`src/rtl/snoopie_capture_ctrl_pkg.sv`:
```
// Shared encodings for the snoopie capture controller: FSM states, record
// field layout and the masked trigger comparison.
package snoopie_capture_ctrl_pkg;

    typedef enum logic [2:0] {
        ST_IDLE    = 3'd0,
        ST_ARMED   = 3'd1,
        ST_CAPTURE = 3'd2,
        ST_SETTLE  = 3'd3,
        ST_LOAD    = 3'd4,
        ST_PRESENT = 3'd5,
        ST_WAIT    = 3'd6
    } state_e;

    // Record layout: {timestamp[15:4], probes[3:0]}
    localparam int REC_W   = 16;
    localparam int PROBE_W = 4;
    localparam int TS_LSB  = PROBE_W;
    localparam int TS_W    = REC_W - TS_LSB;

    function automatic logic trigger_match(input logic [PROBE_W-1:0] sample,
                                           input logic [PROBE_W-1:0] mask,
                                           input logic [PROBE_W-1:0] value);
        return ((sample ^ value) & mask) == '0;
    endfunction

endpackage

```
`src/rtl/snoopie_capture_ctrl_if.sv`:
```
// Host readout stream: one captured record per valid/ready handshake.
interface snoopie_capture_ctrl_if;
    import snoopie_capture_ctrl_pkg::*;

    logic [REC_W-1:0] rd_data;
    logic             rd_valid;
    logic             rd_ready;

    modport master (output rd_data, output rd_valid, input rd_ready);
    modport slave  (input rd_data, input rd_valid, output rd_ready);

endinterface

```
`src/rtl/snoopie_capture_ctrl.sv`:
```
// Capture sequencer for the snoopie change recorder: arm, trigger, stop short of
// buffer wrap, then drain the recorded words to the host stream.
module snoopie_capture_ctrl
    import snoopie_capture_ctrl_pkg::*;
#(
    parameter int DEPTH_LOG2    = 8,
    parameter int FULL_AT       = 254,
    parameter int SETTLE_CYCLES = 2
) (
    input  logic                   clk,
    input  logic                   reset_n,
    input  logic                   cmd_arm,
    input  logic                   cmd_stop,
    input  logic [PROBE_W-1:0]     trigger_mask,
    input  logic [PROBE_W-1:0]     trigger_value,
    input  logic [PROBE_W-1:0]     probes,
    output logic                   snoop_enable,
    input  logic [DEPTH_LOG2-1:0]  snoop_write_address,
    input  logic [REC_W-1:0]       snoop_read_data,
    output logic                   snoop_read_strobe,
    snoopie_capture_ctrl_if.master rd,
    output logic [DEPTH_LOG2-1:0]  record_count,
    output logic [2:0]             state,
    output logic                   busy
);

    localparam int                    SETTLE_W    = (SETTLE_CYCLES > 1) ? $clog2(SETTLE_CYCLES) : 1;
    localparam logic [SETTLE_W-1:0]   SETTLE_LAST = SETTLE_W'(SETTLE_CYCLES - 1);
    localparam logic [DEPTH_LOG2-1:0] FULL_ADDR   = DEPTH_LOG2'(FULL_AT);

    state_e                state_q;
    state_e                state_d;
    logic [SETTLE_W-1:0]   settle_cnt;
    logic                  wait_cnt;
    logic [DEPTH_LOG2-1:0] remaining;
    logic [REC_W-1:0]      rd_data_q;
    logic                  match;
    logic                  settle_done;
    logic                  buffer_full;
    logic                  handshake;

    assign match       = trigger_match(probes, trigger_mask, trigger_value);
    assign settle_done = (settle_cnt == SETTLE_LAST);
    assign buffer_full = (snoop_write_address >= FULL_ADDR);
    assign handshake   = (state_q == ST_PRESENT) && rd.rd_ready;

    // NOTE: clocked state uses non-blocking assignments so every register
    // samples pre-edge values, independent of block ordering.
    always_ff @(posedge clk or negedge reset_n) begin
        if (!reset_n) state_q <= ST_IDLE;
        else          state_q <= state_d;
    end

    always_comb begin
        // NOTE: default first so no path through the case leaves state_d
        // unassigned, which would otherwise infer a latch.
        state_d = state_q;
        unique case (state_q)
            ST_IDLE:    if (cmd_arm) state_d = ST_ARMED;
            ST_ARMED: begin
                if (cmd_stop)   state_d = ST_IDLE;
                else if (match) state_d = ST_CAPTURE;
            end
            ST_CAPTURE: if (cmd_stop || buffer_full) state_d = ST_SETTLE;
            ST_SETTLE: begin
                if (cmd_stop)         state_d = ST_IDLE;
                else if (settle_done) state_d = (snoop_write_address == '0) ? ST_IDLE : ST_LOAD;
            end
            ST_LOAD:    state_d = cmd_stop ? ST_IDLE : ST_PRESENT;
            ST_PRESENT: begin
                if (cmd_stop)       state_d = ST_IDLE;
                else if (handshake) state_d = (remaining == 1) ? ST_IDLE : ST_WAIT;
            end
            // Two cycles: registered read address, then registered RAM output
            ST_WAIT: begin
                if (cmd_stop)      state_d = ST_IDLE;
                else if (wait_cnt) state_d = ST_LOAD;
            end
            default:    state_d = ST_IDLE;
        endcase
    end

    // Outputs decode straight from state so an async reset drops enable at once
    always_comb begin
        snoop_enable      = (state_q == ST_CAPTURE);
        snoop_read_strobe = handshake;
        busy              = (state_q != ST_IDLE);
    end

    assign rd.rd_valid = (state_q == ST_PRESENT);
    assign rd.rd_data  = rd_data_q;
    assign state       = state_q;

    always_ff @(posedge clk or negedge reset_n) begin
        if (!reset_n) begin
            settle_cnt   <= '0;
            wait_cnt     <= 1'b0;
            remaining    <= '0;
            record_count <= '0;
            rd_data_q    <= '0;
        end else begin
            settle_cnt <= (state_q == ST_SETTLE && !settle_done) ? settle_cnt + 1'b1 : '0;
            wait_cnt   <= (state_q == ST_WAIT) ? ~wait_cnt : 1'b0;
            if (state_q == ST_SETTLE && settle_done && !cmd_stop) begin
                record_count <= snoop_write_address;
                remaining    <= snoop_write_address;
            end else if (handshake) begin
                remaining <= remaining - 1'b1;
            end
            if (state_q == ST_LOAD) rd_data_q <= snoop_read_data;
        end
    end

endmodule

```
`src/flat_wrapper.sv`:
```
// flat-port wrapper written by rule: the top's interface ports become plain ports
module snoopie_capture_ctrl_flat import snoopie_capture_ctrl_pkg::*;
#(
    parameter int DEPTH_LOG2    = 8,
    parameter int FULL_AT       = 254,
    parameter int SETTLE_CYCLES = 2
)
  (clk, reset_n, cmd_arm, cmd_stop, trigger_mask, trigger_value, probes, snoop_enable, snoop_write_address, snoop_read_data, snoop_read_strobe, record_count, state, busy, rd_rd_data, rd_rd_valid, rd_rd_ready);
  snoopie_capture_ctrl_if rd_i ();
  input  logic clk;
  input  logic reset_n;
  input  logic cmd_arm;
  input  logic cmd_stop;
  input  logic [PROBE_W-1:0] trigger_mask;
  input  logic [PROBE_W-1:0] trigger_value;
  input  logic [PROBE_W-1:0] probes;
  output logic snoop_enable;
  input  logic [DEPTH_LOG2-1:0] snoop_write_address;
  input  logic [REC_W-1:0] snoop_read_data;
  output logic snoop_read_strobe;
  output logic [DEPTH_LOG2-1:0] record_count;
  output logic [2:0] state;
  output logic busy;
  output wire logic [$bits(rd_i.rd_data)-1:0] rd_rd_data;
  output wire logic [$bits(rd_i.rd_valid)-1:0] rd_rd_valid;
  input wire logic [$bits(rd_i.rd_ready)-1:0] rd_rd_ready;
  assign rd_rd_data = rd_i.rd_data;
  assign rd_rd_valid = rd_i.rd_valid;
  assign rd_i.rd_ready = rd_rd_ready;
  snoopie_capture_ctrl #(.DEPTH_LOG2(DEPTH_LOG2), .FULL_AT(FULL_AT), .SETTLE_CYCLES(SETTLE_CYCLES)) u_core (.clk(clk), .reset_n(reset_n), .cmd_arm(cmd_arm), .cmd_stop(cmd_stop), .trigger_mask(trigger_mask), .trigger_value(trigger_value), .probes(probes), .snoop_enable(snoop_enable), .snoop_write_address(snoop_write_address), .snoop_read_data(snoop_read_data), .snoop_read_strobe(snoop_read_strobe), .rd(rd_i), .record_count(record_count), .state(state), .busy(busy));
endmodule
```
`config.mk`:
```
export PLATFORM = sky130hd
export DESIGN_NAME = snoopie_capture_ctrl_flat
export DESIGN_NICKNAME = d
export VERILOG_FILES = /design/src/rtl/snoopie_capture_ctrl_pkg.sv /design/src/rtl/snoopie_capture_ctrl_if.sv /design/src/rtl/snoopie_capture_ctrl.sv /design/src/flat_wrapper.sv
export SDC_FILE = /design/constraint.sdc
export NUM_CORES = 1
export LEC_CHECK = 0
export ABC_AREA = 0
export ABC_CLOCK_PERIOD_IN_PS = 2120
export CORE_ASPECT_RATIO = 1.75
export CORE_UTILIZATION = 43
export DETAILED_ROUTE_END_ITERATION = 12
export PLACE_DENSITY = 0.79
export SLEW_MARGIN = 20
export SYNTH_ARGS = -nofsm -noshare
export SYNTH_HDL_FRONTEND = slang
export SYNTH_SLANG_ARGS = --single-unit
```
`constraint.sdc`:
```
create_clock -name clk -period 2.12 [get_ports clk]
set_input_delay 0.212 -clock clk [delete_from_list [all_inputs] [get_ports clk]]
set_output_delay 0.212 -clock clk [all_outputs]
set_load 0.05 [all_outputs]
```
* Word level (Yosys, flattened, before mapping)
Cells that the tools add are included.
Cells by class: $add $sub $neg 2, equal/unequal tests 13, reduce and logical (&&, ||, !) cells 13, multiplexer cells 18, order comparisons 1, bitwise logic cells 3
Operators by type and width (count):
- two-way mux 3 bit | 13
- case mux 3 bit (7 select lines) | 1
- two-way mux 8 bit | 2
- == test 3 bit (second input constant) | 3
- != test 3 x 2 -> 1 bit (second input constant) | 3
- == test 8 x 1 -> 1 bit (second input constant) | 1
- greater-or-equal comparator 8 bit (second input constant) | 1
- zero test 8 bit | 1
- subtractor 8 x 1 -> 8 bit (second input constant) | 1
- == test 3 x 2 -> 1 bit (second input constant) | 2
- AND reduction 6 bit | 1
- bitwise AND 4 bit | 1
- logical AND 1 bit | 4
- zero test 4 bit | 1
- bitwise XOR 4 bit | 1
- == test 3 x 1 -> 1 bit (second input constant) | 1
- zero test 3 bit | 1
- != test 3 bit (second input constant) | 1
- nonzero test 3 bit | 1
- zero test 1 bit | 2
- two-way mux 1 bit | 2
- != test 2 x 1 -> 1 bit (second input constant) | 1
- != test 2 bit (second input constant) | 1
- nonzero test 2 bit | 1
- other kinds (3) | 3
Storage, ports and cells: output and inout bits 31, logic and storage cells 56, input port bits 41, flip-flop bits (word level) 37

* Longest topological paths before layout
Gate-level depths: netlist of the first run.
word-level depth 6, depth in mapped cells 6, gate-level depth less buffers 6

* Worst setup path after synthesis of the first run
Ideal clock, no wire load.
path type register to register, start register u_core.state_q[0], in the netlist u_core.state[0], end register u_core.state_q[0], in the netlist u_core.state[0], data arrival time 2.212 ns, setup time 0.124 ns, path slack -0.216 ns, data required time 1.996 ns, path buffers 1, clock period less this slack 2.336 ns, stages on the path, launching flop included 6, cell sequence dfrtp_1 > buf_4 > nor3b_2 > o211ai_1 > and4b_1 > a211o_1
On the way: elaborated cells between the ends (all ways) 16, those cells by class eq/ne (12); mux (1); reduce/logical (3)
RTL lines:
- from (decl) | RTL line snoopie_capture_ctrl.sv:31 | state_e state_q;
- from (signal assigned) | RTL line snoopie_capture_ctrl.sv:51 | else state_q <= state_d;
- == test 3 x 2 -> 1 bit *
- via snoop_enable | RTL line flat_wrapper.sv:17 | output logic snoop_enable;
- != test 2 x 1 -> 1 bit (no source line)
- AND reduction 6 bit (no source line)
Mark *: on every way through the listed nets, which the timed path passes. The rest lies on a longest branch. A chain may end at the register's enable or synchronous reset.

* Worst setup path after layout of the first run
start register u_core.state_q[1], in the netlist u_core.state[1], end output port state[1]
RTL lines:
- to (decl) | RTL line flat_wrapper.sv:22 | output logic [2:0] state;
No word-level cell between the ends.

==> metrics, run 1 <==
HPWL after DPL 3234 um; CP Class flip-flop to primary output; # rows 30; Slew Limit Fails 0; port buffer count 71; area occupied by multi-input gates 832.0 sq um; post-layout net count 278; CTS hold repair buffers 0; critical path fanouts, max 14; WP buf/inv 1; crit-path leading delay family buffers and inverters; clock root cell clkbuf_8; Fmax achieved 504.0 MHz; wire per inst 14.90 um; antenna cells 0; CTS Sinks 37; # setup viols final 0; GPL Wtd Cong 0.7816; pwr/cell area 1578 nW/um^2; Slowest Stage Delay on Critical Path 880 ps; Die Span Y 87.87 um; Reg2Reg Setup Slack 360 ps; most numerous cell in the Yosys netlist dfrtp_1; htree depth 2; asr flop ratio synth 100.0%; WP data required 1910 ps; Synth cell types 42; ranking of synthesized cells by area dfrtp_1, mux2_2, nand2_1; Avg Synthesized Cell Area 11.25 sq um; Clock Skew 5.009 ps; status completed; initial antenna violation count 0; critical path's slowest cell clkdlybuf4s50_1; number of flops mapped to enable cells by yosys 0; min cycle time layout 1984 ps; Arrival @ worst endpoint 1770 ps; GRT overflow 0; via density per instance 5.194; Max Buffers Root-to-Sink 2; Die Footprint 4487 sq um; Final Util 67.52%; worst r2r src u_core.state[0]; Area Growth Syn to Fin 46.89%; Worst Reg2Reg Path Length in Cells 4; critical path endpoint category primary output; largest net degree at the start of global routing 38; Yosys reg bits 37; clock-pin slew on the worst setup and hold paths 70 ps; first-pass GRT wire length 6693 um; Netlist Area Pre-Place 1812 sq um; top_reg_cell synth dfrtp_1; Die W 51.07 um; Tightest Pin Transition 815.5 ps; Final Cycle Share 93.59%; Initial Util 45.97%; Worst setup SP type flip-flop; initial DRC count 32; worst min path class primary input to async pin; commonest cells in the netlist dfrtp_1, nand2_1, mux2_2; area of the core 3941 sq um; synthesized instance count 161; leading area contributor after synthesis dfrtp_1; all-layer global routing usage 20.54%; warnings from Yosys 0; IO Pins 72; Max-slew headroom 45.63%; final hold violation count 0; # Post-CTS Setup Buffers 0; vias in the first global route 1465; routed wire length 4216 um; Hold WS 21.50 ps; register area share after synthesis 51.10%; latest clock arrival within the worst-skew pair 280 ps; total of max-cap violations 0; Num CTS Buffers 5; FILL cells 330; Reg area 925.9 sq um; DRT antenna net count 0; routed via count 1470; syn_nets 204; Synth top area share 51.10%; DR pass1 iterations 4; Reg-to-Reg End u_core.remaining[5]; worst vdd ir 1.006 mV; post_cts resized 0; fraction of layout cells with a size suffix above 1 17.02%; leakage power 1.183 nW; CP startpoint u_core.state[1]; Fin Setup TNS 0 ps; worst-path cell chain clkdlybuf4s50_1; CTS tree done; RSZ-0062 raised after global routing no; drc violations 0
-- cell usage in the layout (no fill, tap or decap), drive strengths merged, types with 2 or more instances in the layout --
cell type	instances
o211ai	8
o21ai	6
clkbuf	5
xor2	4
and2	2
nand3	4
clkdlybuf4s50	65
or3	2
nor2	3
nor4	3
buf	8
ha	2
a211o	2
inv	5
dfrtp	37
xnor2	2
a22oi	2
nor3	4
and4bb	2
a21oi	3
nor3b	5
nand2	28
mux2	16
-- per-stage QoR --
stage	std cells	worst slack [ps]	total power, mW	area, sq um
final	283	135.9	4.199	2661
after global routing	283	65.13	4.409	2661
after CTS	283	121.4	4.235	2661
after detailed placement	276	363.3	3.642	2557
after global placement	276	378.2	3.607	2557
after floorplan	161	14.45	2.875	1818
-- layer usage --
layer / part of all wire (%) / vias to the layer above / track usage (%)
li1: - / 723 / -
met2: 56 / 47 / 37.08
met5: 0 / - / 0
met4: 2.4 / 0 / 9.343
met3: 6.0 / 10 / 5.729
met1: 36 / 690 / 21.51
-- where the power goes --
part           leakage [nW]  internal [mW]  switching [mW]
sequential            0.469           1.03           0.277
clock                0.0540          0.342           0.239
combinational         0.660          0.896            1.41
total                  1.18           2.27            1.93
-- state kept, by name, summed over array words and instances, names as in the netlist --
name	cells
u_core.settle_cnt	1
u_core.state	3
u_core.record_count	8
u_core.wait_cnt	1
u_core.rd.rd_data	16
u_core.remaining	8
-- kinds of logic after synthesis --
family                     count (synthesis)  synth area share [%]
AOI/OAI and AO/OA                         26                 10.36
xor gates and xnor gates                   6                 2.901
adders and majority gates                  2                 1.381
buffers and inverters                     11                 3.314
DFF                                       37                 51.11
muxes                                     16                 9.945
and+or+nand+nor                           63                 20.99
-- final cells by class --
type                    instances  area share (%)
clock buffers                   5           2.586
clock inverters                 2           1.316
inverters                       5          0.7052
multi-input cells             113           31.26
flip-flops and latches         37           34.79
well taps                      48           2.257
repair buffers                 73           27.08
-- how the worst max path moves through the flow --
stage	cells after the start	slack [ps]	to
3_3_place_gp	5	380	u_core.remaining[7]
4_1_cts	1	120	state[1]
2_1_floorplan	5	10	u_core.state[0]
5_1_grt	1	70	state[1]
3_5_place_dp	5	360	u_core.remaining[7]
6_report	1	140	state[1]
Note: power is estimated with default switching activity, not from simulation.
==> run 2, diff against run 1 <==
--- a/config.mk
+++ b/config.mk
@@ -10,6 +10,7 @@
 export CORE_ASPECT_RATIO = 1.75
 export CORE_UTILIZATION = 43
 export DETAILED_ROUTE_END_ITERATION = 12
+export MAX_ROUTING_LAYER = met4
 export PLACE_DENSITY = 0.79
 export SLEW_MARGIN = 20
 export SYNTH_ARGS = -nofsm -noshare
==> metrics, run 2 (synthesis results as in run 1) <==
GPL Wtd Cong 0.7924; RSZ-0062 raised after global routing no; worst min path class primary input to async pin; wire per inst 14.90 um; Die Footprint 4487 sq um; Clock Skew 5.148 ps; Max Buffers Root-to-Sink 2; Initial Util 45.97%; Final Cycle Share 93.71%; placed cells 276; critical path's slowest cell clkdlybuf4s50_1; WP data required 1910 ps; vias in the first global route 1472; GRT overflow 0; WP buf/inv 1; # rows 30; fraction of layout cells with a size suffix above 1 17.02%; routed via count 1477; final worst slack 133.4 ps; Slowest Stage Delay on Critical Path 890 ps; antenna cells 0; DRT antenna net count 0; initial DRC count 27; Slew Limit Fails 0; latest clock arrival within the worst-skew pair 280 ps; leakage power 1.183 nW; CP Class flip-flop to primary output; crit-path leading delay family buffers and inverters; drc violations 0; clock-pin slew on the worst setup and hold paths 70 ps; critical path fanouts, max 14; routed wire length 4216 um; area of the core 3941 sq um; first-pass GRT wire length 6672 um; Arrival @ worst endpoint 1770 ps; CTS Sinks 37; Tightest Pin Transition 810.1 ps; total of max-cap violations 0; final hold violation count 0; via density per instance 5.219; pre-CTS WS 363.3 ps; Final Util 67.52%; min cycle time layout 1987 ps; worst-path cell chain clkdlybuf4s50_1; non-filler instance count after layout 283; Num CTS Buffers 5; most frequent cells in the layout clkdlybuf4s50_1, dfrtp_1, nand2_1; Die Span Y 87.87 um; CTS tree done; all-layer global routing usage 21.14%; Max-slew headroom 46.00%; max FFs per register 16; most common cell after layout, fill and taps aside clkdlybuf4s50_1; # setup viols final 0; Fmax achieved 503.4 MHz; worst vdd ir 1.006 mV; Fin Setup TNS 0 ps; largest net degree at the start of global routing 38; post-layout net count 278; DR pass1 iterations 5; # Post-CTS Setup Buffers 0; htree depth 2; initial antenna violation count 0; CTS hold repair buffers 0; port buffer count 71; HPWL after DPL 3234 um; status completed; IO Pins 72; Final Total Pwr 4.200 mW; post_cts resized 0; critical path endpoint category primary output; Worst setup SP type flip-flop; Die W 51.07 um; clock root cell clkbuf_8; pwr/cell area 1578 nW/um^2; Area Growth Syn to Fin 46.89%
[run 2: layout make-up]
| class | count | area [sq um] |
|---|---|---|
| sequential | 37 | 925.9 |
| timing repair buffer | 73 | 720.7 |
| fill | 330 | 1280 |
| clock inverter | 2 | 35.03 |
| inverter | 5 | 18.77 |
| multi-input combinational | 113 | 832.0 |
| clock buffer | 5 | 68.82 |
| tap | 48 | 60.06 |
[run 2: path summary, 6_finish.rpt]
| check | slack [ps] | cells after the start | from | end |
|---|---|---|---|---|
| min in group clk | 480 | 2 | u_core.record_count[7] | u_core.record_count[7] |
| max in group asynchronous | 1590 | 1 | reset_n | u_core.record_count[4] |
| min | 20 | 1 | reset_n | u_core.state[2] |
| max reg2reg | 350 | 4 | u_core.state[0] | u_core.remaining[5] |
| max | 130 | 1 | u_core.state[1] | state[1] |
| min reg2reg | 480 | 2 | u_core.record_count[7] | u_core.record_count[7] |
[run 2: metrics by stage]
stage	instance area [sq um]	hold slack, ps
after floorplan	1818	-83.59
after global routing	2661	91.49
final	2661	20.53
after detailed placement	2557	358.1
after CTS	2661	43.17
after global placement	2557	354.7
[run 2: where the power goes]
part	internal [mW]	leakage, nW	switching, mW
clock network	0.342	0.0540	0.238
registers	1.03	0.469	0.278
logic	0.896	0.660	1.42
[run 2: metal layers]
layer	wire length, um	vias to the layer above	GRT usage (%)	part of all wire [%]
li1	-	722	-	-
met4	101	0	9.343	2.4
met3	229	10	5.382	5.4
met1	1525	700	21.28	36
met2	2359	45	37.44	56
met5	0	-	-	0
